--- config.mk ---
export PLATFORM = sky130hd
export DESIGN_NAME = forwarding_scoreboard_flat
export DESIGN_NICKNAME = d
export VERILOG_FILES = /design/src/rtl/forwarding_scoreboard_if.sv /design/src/rtl/forwarding_scoreboard.sv /design/src/flat_wrapper.sv
export SDC_FILE = /design/constraint.sdc
export NUM_CORES = 1
export LEC_CHECK = 0
export BUFFER_PORTS_ARGS = -buffer_cell sky130_fd_sc_hd__buf_2
export CAP_MARGIN = 20
export CORE_AREA = 2 2 95 97
export DETAILED_ROUTE_END_ITERATION = 12
export DIE_AREA = 0 0 97 99
export GPL_TIMING_DRIVEN = 0
export PLACE_DENSITY = 0.85
export SETUP_SLACK_MARGIN = 0.1
export SYNTH_ARGS = -nofsm -noshare
export SYNTH_HDL_FRONTEND = slang
export SYNTH_SLANG_ARGS = --single-unit
export TNS_END_PERCENT = 5
--- constraint.sdc ---
create_clock -name clk -period 4.6 [get_ports clk]
set_input_delay 0.23 -clock clk [delete_from_list [all_inputs] [get_ports clk]]
set_output_delay 0.23 -clock clk [all_outputs]
set_load 0.005 [all_outputs]
--- src/rtl/forwarding_scoreboard_if.sv ---
// ID-stage <-> bypass/hazard unit bundle. The ID side (master) drives decode
// info, RF read data and stage results; the scoreboard (slave) returns operands.
interface forwarding_scoreboard_if #(
  parameter int XLEN    = 32,
  parameter int NUM_SRC = 2,
  parameter int DEPTH   = 3
);
  logic                      freeze;
  logic                      flush;
  logic                      id_valid;
  logic                      id_reg_write;
  logic                      id_is_load;
  logic                      id_is_ecall;
  logic [4:0]                id_rd;
  logic [NUM_SRC*5-1:0]      src_addr;
  logic [NUM_SRC*XLEN-1:0]   rf_dout;
  logic [DEPTH*XLEN-1:0]     stage_result;
  logic [NUM_SRC*XLEN-1:0]   fwd_dout;
  logic                      hazard_stall;
  logic                      halt;

  modport master (
    output freeze, flush, id_valid, id_reg_write, id_is_load, id_is_ecall,
           id_rd, src_addr, rf_dout, stage_result,
    input  fwd_dout, hazard_stall, halt
  );

  modport slave (
    input  freeze, flush, id_valid, id_reg_write, id_is_load, id_is_ecall,
           id_rd, src_addr, rf_dout, stage_result,
    output fwd_dout, hazard_stall, halt
  );
endinterface

--- src/rtl/forwarding_scoreboard.sv ---
// Bypass/hazard unit beside ID: tracks in-flight writers EX..WB, forwards the
// youngest ready result per source channel, raises load-use stalls, ecall halt.

module fsb_lane #(
  parameter int XLEN  = 32,
  parameter int DEPTH = 3
) (
  input  logic [4:0]                  eff_i,
  input  logic [DEPTH-1:0]            v_i,
  input  logic [DEPTH-1:0]            ld_i,
  input  logic [DEPTH-1:0][4:0]       rd_i,
  input  logic [DEPTH-1:0][XLEN-1:0]  res_i,
  input  logic [XLEN-1:0]             rf_i,
  output logic [XLEN-1:0]             fwd_o,
  output logic                        stall_o
);
  // Walk oldest to youngest so the youngest match overrides everything older.
  always_comb begin
    fwd_o   = rf_i;
    stall_o = 1'b0;
    for (int k = DEPTH - 1; k >= 0; k--) begin
      if (v_i[k] && (rd_i[k] == eff_i) && (eff_i != 5'd0)) begin
        if (!ld_i[k] || (k >= 1)) begin
          fwd_o   = res_i[k];
          stall_o = 1'b0;
        end else begin
          fwd_o   = rf_i;
          stall_o = 1'b1;
        end
      end
    end
  end
endmodule

module forwarding_scoreboard #(
  parameter int XLEN      = 32,
  parameter int NUM_SRC   = 2,
  parameter int DEPTH     = 3,
  parameter bit ECALL_EN  = 1'b1,
  parameter int HALT_CODE = 10
) (
  input  logic                  clk,
  input  logic                  reset,
  forwarding_scoreboard_if.slave bus
);
  typedef struct packed {
    logic       v;
    logic [4:0] rd;
    logic       ld;
  } ent_t;

  ent_t [DEPTH-1:0]                ent_q, ent_d;
  logic [DEPTH-1:0]                ent_v, ent_ld;
  logic [DEPTH-1:0][4:0]           ent_rd;
  logic [DEPTH-1:0][XLEN-1:0]      res;
  logic [NUM_SRC-1:0][4:0]         eff;
  logic [NUM_SRC-1:0][XLEN-1:0]    fwd;
  logic [NUM_SRC-1:0]              stall_req;
  logic                            stall;

  assign res = bus.stage_result;

  always_comb begin
    for (int k = 0; k < DEPTH; k++) begin
      ent_v[k]  = ent_q[k].v;
      ent_rd[k] = ent_q[k].rd;
      ent_ld[k] = ent_q[k].ld;
    end
  end

  always_comb begin
    for (int i = 0; i < NUM_SRC; i++) eff[i] = bus.src_addr[5*i +: 5];
    // ecall reads a7 (x17) through channel 0 regardless of the decoded rs1
    if (ECALL_EN && bus.id_is_ecall) eff[0] = 5'd17;
  end

  for (genvar i = 0; i < NUM_SRC; i++) begin : g_lane
    fsb_lane #(.XLEN(XLEN), .DEPTH(DEPTH)) u_lane (
      .eff_i   (eff[i]),
      .v_i     (ent_v),
      .ld_i    (ent_ld),
      .rd_i    (ent_rd),
      .res_i   (res),
      .rf_i    (bus.rf_dout[XLEN*i +: XLEN]),
      .fwd_o   (fwd[i]),
      .stall_o (stall_req[i])
    );
  end

  assign stall            = bus.id_valid && !bus.flush && (|stall_req);
  assign bus.hazard_stall = stall;
  assign bus.fwd_dout     = fwd;

  always_comb begin
    ent_d = ent_q;
    if (!bus.freeze) begin
      for (int k = 1; k < DEPTH; k++) ent_d[k] = ent_q[k-1];
      if (stall || bus.flush || !bus.id_valid) begin
        ent_d[0] = '0;
      end else begin
        ent_d[0].v  = bus.id_reg_write && (bus.id_rd != 5'd0);
        ent_d[0].rd = bus.id_rd;
        ent_d[0].ld = bus.id_is_load;
      end
    end
  end

  always_ff @(posedge clk or posedge reset) begin
    if (reset) ent_q <= '0;
    else       ent_q <= ent_d;
  end

  if (ECALL_EN) begin : g_halt
    logic halt_q, halt_d;
    always_comb begin
      halt_d = halt_q;
      if (!bus.freeze && bus.id_valid && bus.id_is_ecall && !bus.flush && !stall &&
          (fwd[0] == XLEN'(HALT_CODE)))
        halt_d = 1'b1;
    end
    always_ff @(posedge clk or posedge reset) begin
      if (reset) halt_q <= 1'b0;
      else       halt_q <= halt_d;
    end
    assign bus.halt = halt_q;
  end else begin : g_no_halt
    assign bus.halt = 1'b0;
  end
endmodule
--- src/flat_wrapper.sv ---
// flat-port wrapper written by rule: the top's interface ports become plain ports
module forwarding_scoreboard_flat 
#(
  parameter int XLEN      = 32,
  parameter int NUM_SRC   = 2,
  parameter int DEPTH     = 3,
  parameter bit ECALL_EN  = 1'b1,
  parameter int HALT_CODE = 10
)
  (clk, reset, bus_freeze, bus_flush, bus_id_valid, bus_id_reg_write, bus_id_is_load, bus_id_is_ecall, bus_id_rd, bus_src_addr, bus_rf_dout, bus_stage_result, bus_fwd_dout, bus_hazard_stall, bus_halt);
  forwarding_scoreboard_if #(.XLEN(XLEN), .NUM_SRC(NUM_SRC), .DEPTH(DEPTH)) bus_i ();
  input  logic clk;
  input  logic reset;
  input wire logic [$bits(bus_i.freeze)-1:0] bus_freeze;
  input wire logic [$bits(bus_i.flush)-1:0] bus_flush;
  input wire logic [$bits(bus_i.id_valid)-1:0] bus_id_valid;
  input wire logic [$bits(bus_i.id_reg_write)-1:0] bus_id_reg_write;
  input wire logic [$bits(bus_i.id_is_load)-1:0] bus_id_is_load;
  input wire logic [$bits(bus_i.id_is_ecall)-1:0] bus_id_is_ecall;
  input wire logic [$bits(bus_i.id_rd)-1:0] bus_id_rd;
  input wire logic [$bits(bus_i.src_addr)-1:0] bus_src_addr;
  input wire logic [$bits(bus_i.rf_dout)-1:0] bus_rf_dout;
  input wire logic [$bits(bus_i.stage_result)-1:0] bus_stage_result;
  output wire logic [$bits(bus_i.fwd_dout)-1:0] bus_fwd_dout;
  output wire logic [$bits(bus_i.hazard_stall)-1:0] bus_hazard_stall;
  output wire logic [$bits(bus_i.halt)-1:0] bus_halt;
  assign bus_i.freeze = bus_freeze;
  assign bus_i.flush = bus_flush;
  assign bus_i.id_valid = bus_id_valid;
  assign bus_i.id_reg_write = bus_id_reg_write;
  assign bus_i.id_is_load = bus_id_is_load;
  assign bus_i.id_is_ecall = bus_id_is_ecall;
  assign bus_i.id_rd = bus_id_rd;
  assign bus_i.src_addr = bus_src_addr;
  assign bus_i.rf_dout = bus_rf_dout;
  assign bus_i.stage_result = bus_stage_result;
  assign bus_fwd_dout = bus_i.fwd_dout;
  assign bus_hazard_stall = bus_i.hazard_stall;
  assign bus_halt = bus_i.halt;
  forwarding_scoreboard #(.XLEN(XLEN), .NUM_SRC(NUM_SRC), .DEPTH(DEPTH), .ECALL_EN(ECALL_EN), .HALT_CODE(HALT_CODE)) u_core (.clk(clk), .reset(reset), .bus(bus_i));
endmodule
Yosys cells after proc, flatten, opt, wreduce, memory -nomap -nowiden
Cells that the tools add are included.
{"block": "totals", "output_inout_bits": 66, "elab_cells": 58, "inputBits": 183, "register_bits": 20}
{"block": "op_classes", "n_eq_ne": 7, "n_mux": 13, "n_reduce_logical": 30}
{"operator": "$mux W32", "n": 8}
{"operator": "$eq A32 B4 Y1 const B", "n": 1}
{"operator": "$eq A5 B5 Y1", "n": 6}
{"operator": "$logic_and A1 B1 Y1", "n": 20}
{"operator": "$reduce_bool A5 Y1", "n": 3}
{"operator": "$mux W7", "n": 1}
{"operator": "$mux W5", "n": 1}
{"operator": "$logic_not A1 Y1", "n": 4}
{"operator": "$mux W1", "n": 3}
{"operator": "$logic_or A1 B1 Y1", "n": 2}
{"operator": "$reduce_or A2 Y1", "n": 1}

Logic depth before layout (Yosys ltp)
{"block": "logic_depth", "ltp_word": 10, "ltp_mapped": 13, "depth_no_buf": 9}

Cells and area by module
A second synthesis with hierarchy kept.
{"block": "unflattened", "cells_unflattened": 512, "area_unflattened_um2": 4464.3}
{"mod": "fsb_lane", "area_per_inst_um2": 1752.9, "seq_area_each_um2": 0.0, "n_inst": 2, "cells_per_inst": 221}
{"mod": "forwarding_scoreboard", "area_per_inst_um2": 958.4, "seq_area_each_um2": 550.5, "n_inst": 1, "cells_per_inst": 70}

Worst setup path after synthesis
Ideal clock, no wire load.
{"block": "synth_path", "path_type": "reg2reg", "startpoint": "register u_core.ent_q[16] in the netlist's numbering", "endpoint": "register u_core.g_halt.halt_q (netlist: u_core.bus.halt)", "period_less_slack_ns": 2.907, "setup_time_ns": 0.092, "n_path_buf": 1, "required_time_ns": 4.508, "path_stages_with_launch": 11, "t_arrival_ns": 2.815, "path_slack_ns": 1.693, "path_cell_list": "dfrtp_1 and4bb_1 a22oi_2 a2111oi_4 and2_1 buf_6 mux2i_1 a221oi_2 or4b_1 or4_1 o31ai_2"}
{"block": "synth_between", "elab_chain_len": 8}
{"item": "from (decl)", "line_no": "forwarding_scoreboard.sv:52", "text": "ent_t [DEPTH-1:0] ent_q, ent_d;"}
{"item": "from (signal assigned)", "line_no": "forwarding_scoreboard.sv:110", "text": "else ent_q <= ent_d;"}
{"item": "$eq A5 B5 Y1", "line_no": "forwarding_scoreboard.sv:22", "text": "if (v_i[k] && (rd_i[k] == eff_i) && (eff_i != 5'd0)) begin"}
{"item": "$logic_and A1 B1 Y1 (2 in series)", "line_no": "forwarding_scoreboard.sv:22"}
{"item": "$mux W32 (3 in series)", "line_no": "forwarding_scoreboard.sv:22"}
{"item": "via bus_fwd_dout[3]", "line_no": "flat_wrapper.sv:24", "text": "output wire logic [$bits(bus_i.fwd_dout)-1:0] bus_fwd_dout;"}
{"item": "$eq A32 B4 Y1", "line_no": "forwarding_scoreboard.sv:118", "text": "(fwd[0] == XLEN'(HALT_CODE)))"}
{"item": "$logic_and A1 B1 Y1", "line_no": "forwarding_scoreboard.sv:117", "text": "if (!bus.freeze && bus.id_valid && bus.id_is_ecall && !bus.flush && !stall &&"}
{"item": "to (signal assigned)", "line_no": "forwarding_scoreboard.sv:123", "text": "else halt_q <= halt_d;"}
{"item": "to (decl)", "line_no": "forwarding_scoreboard.sv:114", "text": "logic halt_q, halt_d;"}
The timed path passes the listed nets, and every way through them passes these cells.
A chain may end at the register's enable or synchronous reset.

Worst setup path in the final report
{"block": "layout_path", "startpoint": "register u_core.ent_q, in the netlist u_core.ent_ld[0]", "endpoint": "output bus_fwd_dout[50]"}
{"block": "layout_between", "elab_chain_len": 2}
{"item": "$mux W32", "line_no": "forwarding_scoreboard.sv:23", "text": "if (!ld_i[k] || (k >= 1)) begin"}
{"item": "$mux W32", "line_no": "forwarding_scoreboard.sv:22"}
{"item": "to (decl)", "line_no": "flat_wrapper.sv:24"}
No other way between the ends.

==> summary.txt <==
Total clock buffers created by CTS = 3
FMAX = 236 MHz
IR drop worst, VDD = 0.000106 V
Main combinational cell family by area after synthesis = compound AO/OA/AOI/OAI gates
Least-Margin Pin Slew = 0.890 ns
Layout fillers = 800
Power share of the combinational group = 0.516
Leak = 0.00243 µW
Longest Clk Path Bufs = 2
Top FF cell, synth = dfrtp_1
Largest area contributor in the netlist = mux2i_1
Final-report hold violation count = 0
Syn Area/Cell = 7.22 µm²
Max_slew headroom = 0.407
TritonRoute pass-1 iters = 5
Initial antenna violation count = 0
ANT nets after route = 0
Syn_nets = 707
R2R Path Start = u_core.ent_q[16]$_DFFE_PP0N_
Worst Setup EP = bus_fwd_dout[50]
Buf+Inv Stages, Crit Path = 6
Synth top area share = 0.148
Worst path required time = 4.37 ns
Levels on crit path = 8
Io pins = 249
Max cap viols = 0
RSZ-0062 raised after global routing = false
DRC = 0
Clk_skew = 0.00168 ns
Cell Pwr Density = 138 nW/µm²
Most common cell in the netlist = a21oi_1
Delay of the slowest critical-path stage = 0.64 ns
Share of layout cells above drive strength 1 = 0.360
Root Driver = clkbuf_8
Asr flop ratio synth = 1.00
CP most frequent cell = clkbuf_1
Top cells by count, synth = a21oi_1, a211oi_1, mux2i_1
Worst setup SP type = register
Fin crit period = 4.24 ns
Die Span Y = 99 µm
Core area = 8550 µm²
Top Metal Used = met4
Worst setup startpoint = u_core.ent_ld[0]$_DFFE_PP0N_
Fin crit share = 0.921
# Post-CTS Setup Buffers = 0
Ant. Diodes = 0
Initial core utilization = 0.443
Delay-heaviest family, CP = buffers and inverters
Compound-Gate Fraction of Synth Area = 0.383
Synth area leaders = mux2i_1, a211oi_1, dfrtp_1
Clock Sink Count = 20
CP Class = reg -> out
Die ar. = 9600 µm²
EDFF count, synth = 0
Crit. End Element = output port
Setup TNS = 0 ns
Fin. max-slew vios = 0
Post-detail-place hpwl = 15.4 mm
Port Buffers = 246
Gr ovfl total = 0
CTS tree = done
Slowest CP cell = clkbuf_1
Mapped Cells = 524
Fin nets = 960
Chip width = 97 µm
Final Setup Violations = 0
Detailed-route via count = 5826
Netlist cell types = 52
Post-Route WL = 19.6 mm
Cts repair resizes = 0
Mapped cell area = 3780 µm²
Post-Synth XOR/XNOR Area = 0.0463
Later-pin clock latency in the skew report = 0.27 ns
Met3 WL post-DR = 2.44 mm
Via density = 6.59
Status = finished, final reports clean
Flops & latches, synth = 20
Placer Congestion = 1.06
Vias in the first global route = 5599
Met1 WL = 7.16 mm
Sw Share = 0.397
Min-delay worst type = in -> async
Worst r2r path cells = 11
Register area share after synthesis = 0.132
H-tree Lvls = 1
Largest net degree at the start of global routing = 21
Clock power share = 0.196
Synth Area in Simple Gates = 0.202
Critical path fanouts, max = 10
First-pass GRT wire length = 29.4 mm
Post-layout util = 0.611
Post-synthesis adder-cell area fraction = 0
Net load switching power = 286 µW
Initial DRC count = 684
Int Power = 433 µW
Routed wl met2 = 8.90 mm
Arrival time worst endpoint = 4.01 ns
Worst R2R End = u_core.bus.halt$_DFFE_PP0P_
WL/cell = 22.2 µm
Clock slew at reported path FFs = 0.08 ns
YS warnings = 0
# hold bufs at CTS = 0
Post-synthesis mux area share = 0.172
Std cell rows = 34
Layout area overhead = 38.0%
Worst-path cell chain = clkbuf_1 > clkbuf_1 > clkbuf_1 > buf_1 > clkbuf_1 > a21oi_1 > a21oi_1 > buf_2
Seq pwr share = 0.288
Worst reg2reg setup slack = 0.77 ns
GRT Total Usage = 0.379
[sequential cells by signal, indices dropped and copies added (netlist names)]
name,count
u_core.bus.halt,1
u_core.ent_ld,1
u_core.ent_q,18
[worst reg2reg max path, cell delays in order (launching register included)]
cell and delay, ns:
dfrtp_1 0.44, and4bb_1 0.29, a22oi_2 0.10, a2111oi_4 0.65, nand2_2 0.30, buf_2 0.35, buf_2 0.30, mux2i_1 0.19
a211oi_1 0.15, nor4_1 0.48, nand4_1 0.23, o31ai_2 0.27
[layout by cell type, fill, tap and decap left out, types with 7 or more instances in the layout]
master    Yosys  final
nor2b_1      34     34
nor4_1        8      7
mux2_2        8      8
a211oi_1     71     71
a22o_1        7      7
a221oi_1     13     13
mux2i_1      56     56
clkbuf_1     38     38
o21ai_0      16     16
xnor2_1      11     11
nor3_1       11     11
nand2_1       7      7
dfrtp_1      20     20
a21oi_1      81     81
inv_1         9      9
nor2_1       55     55
xor2_1        9      9
o22ai_1       7      7
buf_2         6    253
[per-stage QoR]
stage | total power (µW) | hold slack, ns | setup slack, ns | std cells | cell area (µm²)
floorplan | 380 | 0.194 | 1.69 | 524 | 3780
global placement | 556 | 0.387 | 0.916 | 878 | 5150
detailed placement | 567 | 0.409 | 0.901 | 880 | 5170
CTS | 704 | 0.122 | 0.592 | 884 | 5230
global route | 755 | 0.152 | 0.317 | 884 | 5230
finish | 718 | 0.0911 | 0.364 | 884 | 5230
[logic make-up after synthesis]
kind of cell           after synthesis
AO/OA/AOI/OAI                      217
buffers and inverters               58
multiplexers                        64
AND/OR/NAND/NOR                    145
XOR/XNOR                            20
flip-flops                          20
[layer usage]
metal	GRT usage	vias to the layer above
li1	-	2506
met3	0.0660	122
met5	0	-
met1	0.475	2659
met2	0.619	539
met4	0.209	0
[power groups by stage]
stage	combinational [µW]	sequential, µW	clock, µW
final	371	207	141
after global routing	396	208	151
after CTS	360	205	139
after detailed placement	358	209	0
after global placement	348	208	0
after floorplan	177	203	0
[worst min-delay path by stage]
| stage | endpoint | cells after the start | slack [ns] |
|---|---|---|---|
| final | u_core.ent_q[4]$_DFFE_PP0N_ | 2 | 0.09 |
| after detailed placement | u_core.ent_q[4]$_DFFE_PP0N_ | 2 | 0.41 |
| after global routing | u_core.ent_q[4]$_DFFE_PP0N_ | 2 | 0.15 |
| after global placement | u_core.ent_q[6]$_DFFE_PP0N_ | 2 | 0.39 |
| after floorplan | u_core.bus.halt$_DFFE_PP0P_ | 1 | 0.19 |
| after CTS | u_core.ent_q[5]$_DFFE_PP0N_ | 2 | 0.12 |
[layout make-up]
| type | instances | area [µm²] | share of cell area |
|---|---|---|---|
| plain buffers | 49 | 210 | 0.0402 |
| multi-input cells | 446 | 3050 | 0.583 |
| well taps | 108 | 135 | 0.0259 |
| clock buffers | 4 | 55.1 | 0.0105 |
| repair buffers | 248 | 1240 | 0.238 |
| flip-flops and latches | 20 | 500 | 0.0958 |
| inverters | 9 | 33.8 | 0.00647 |
No activity file was read; power rests on OpenSTA's default activity.
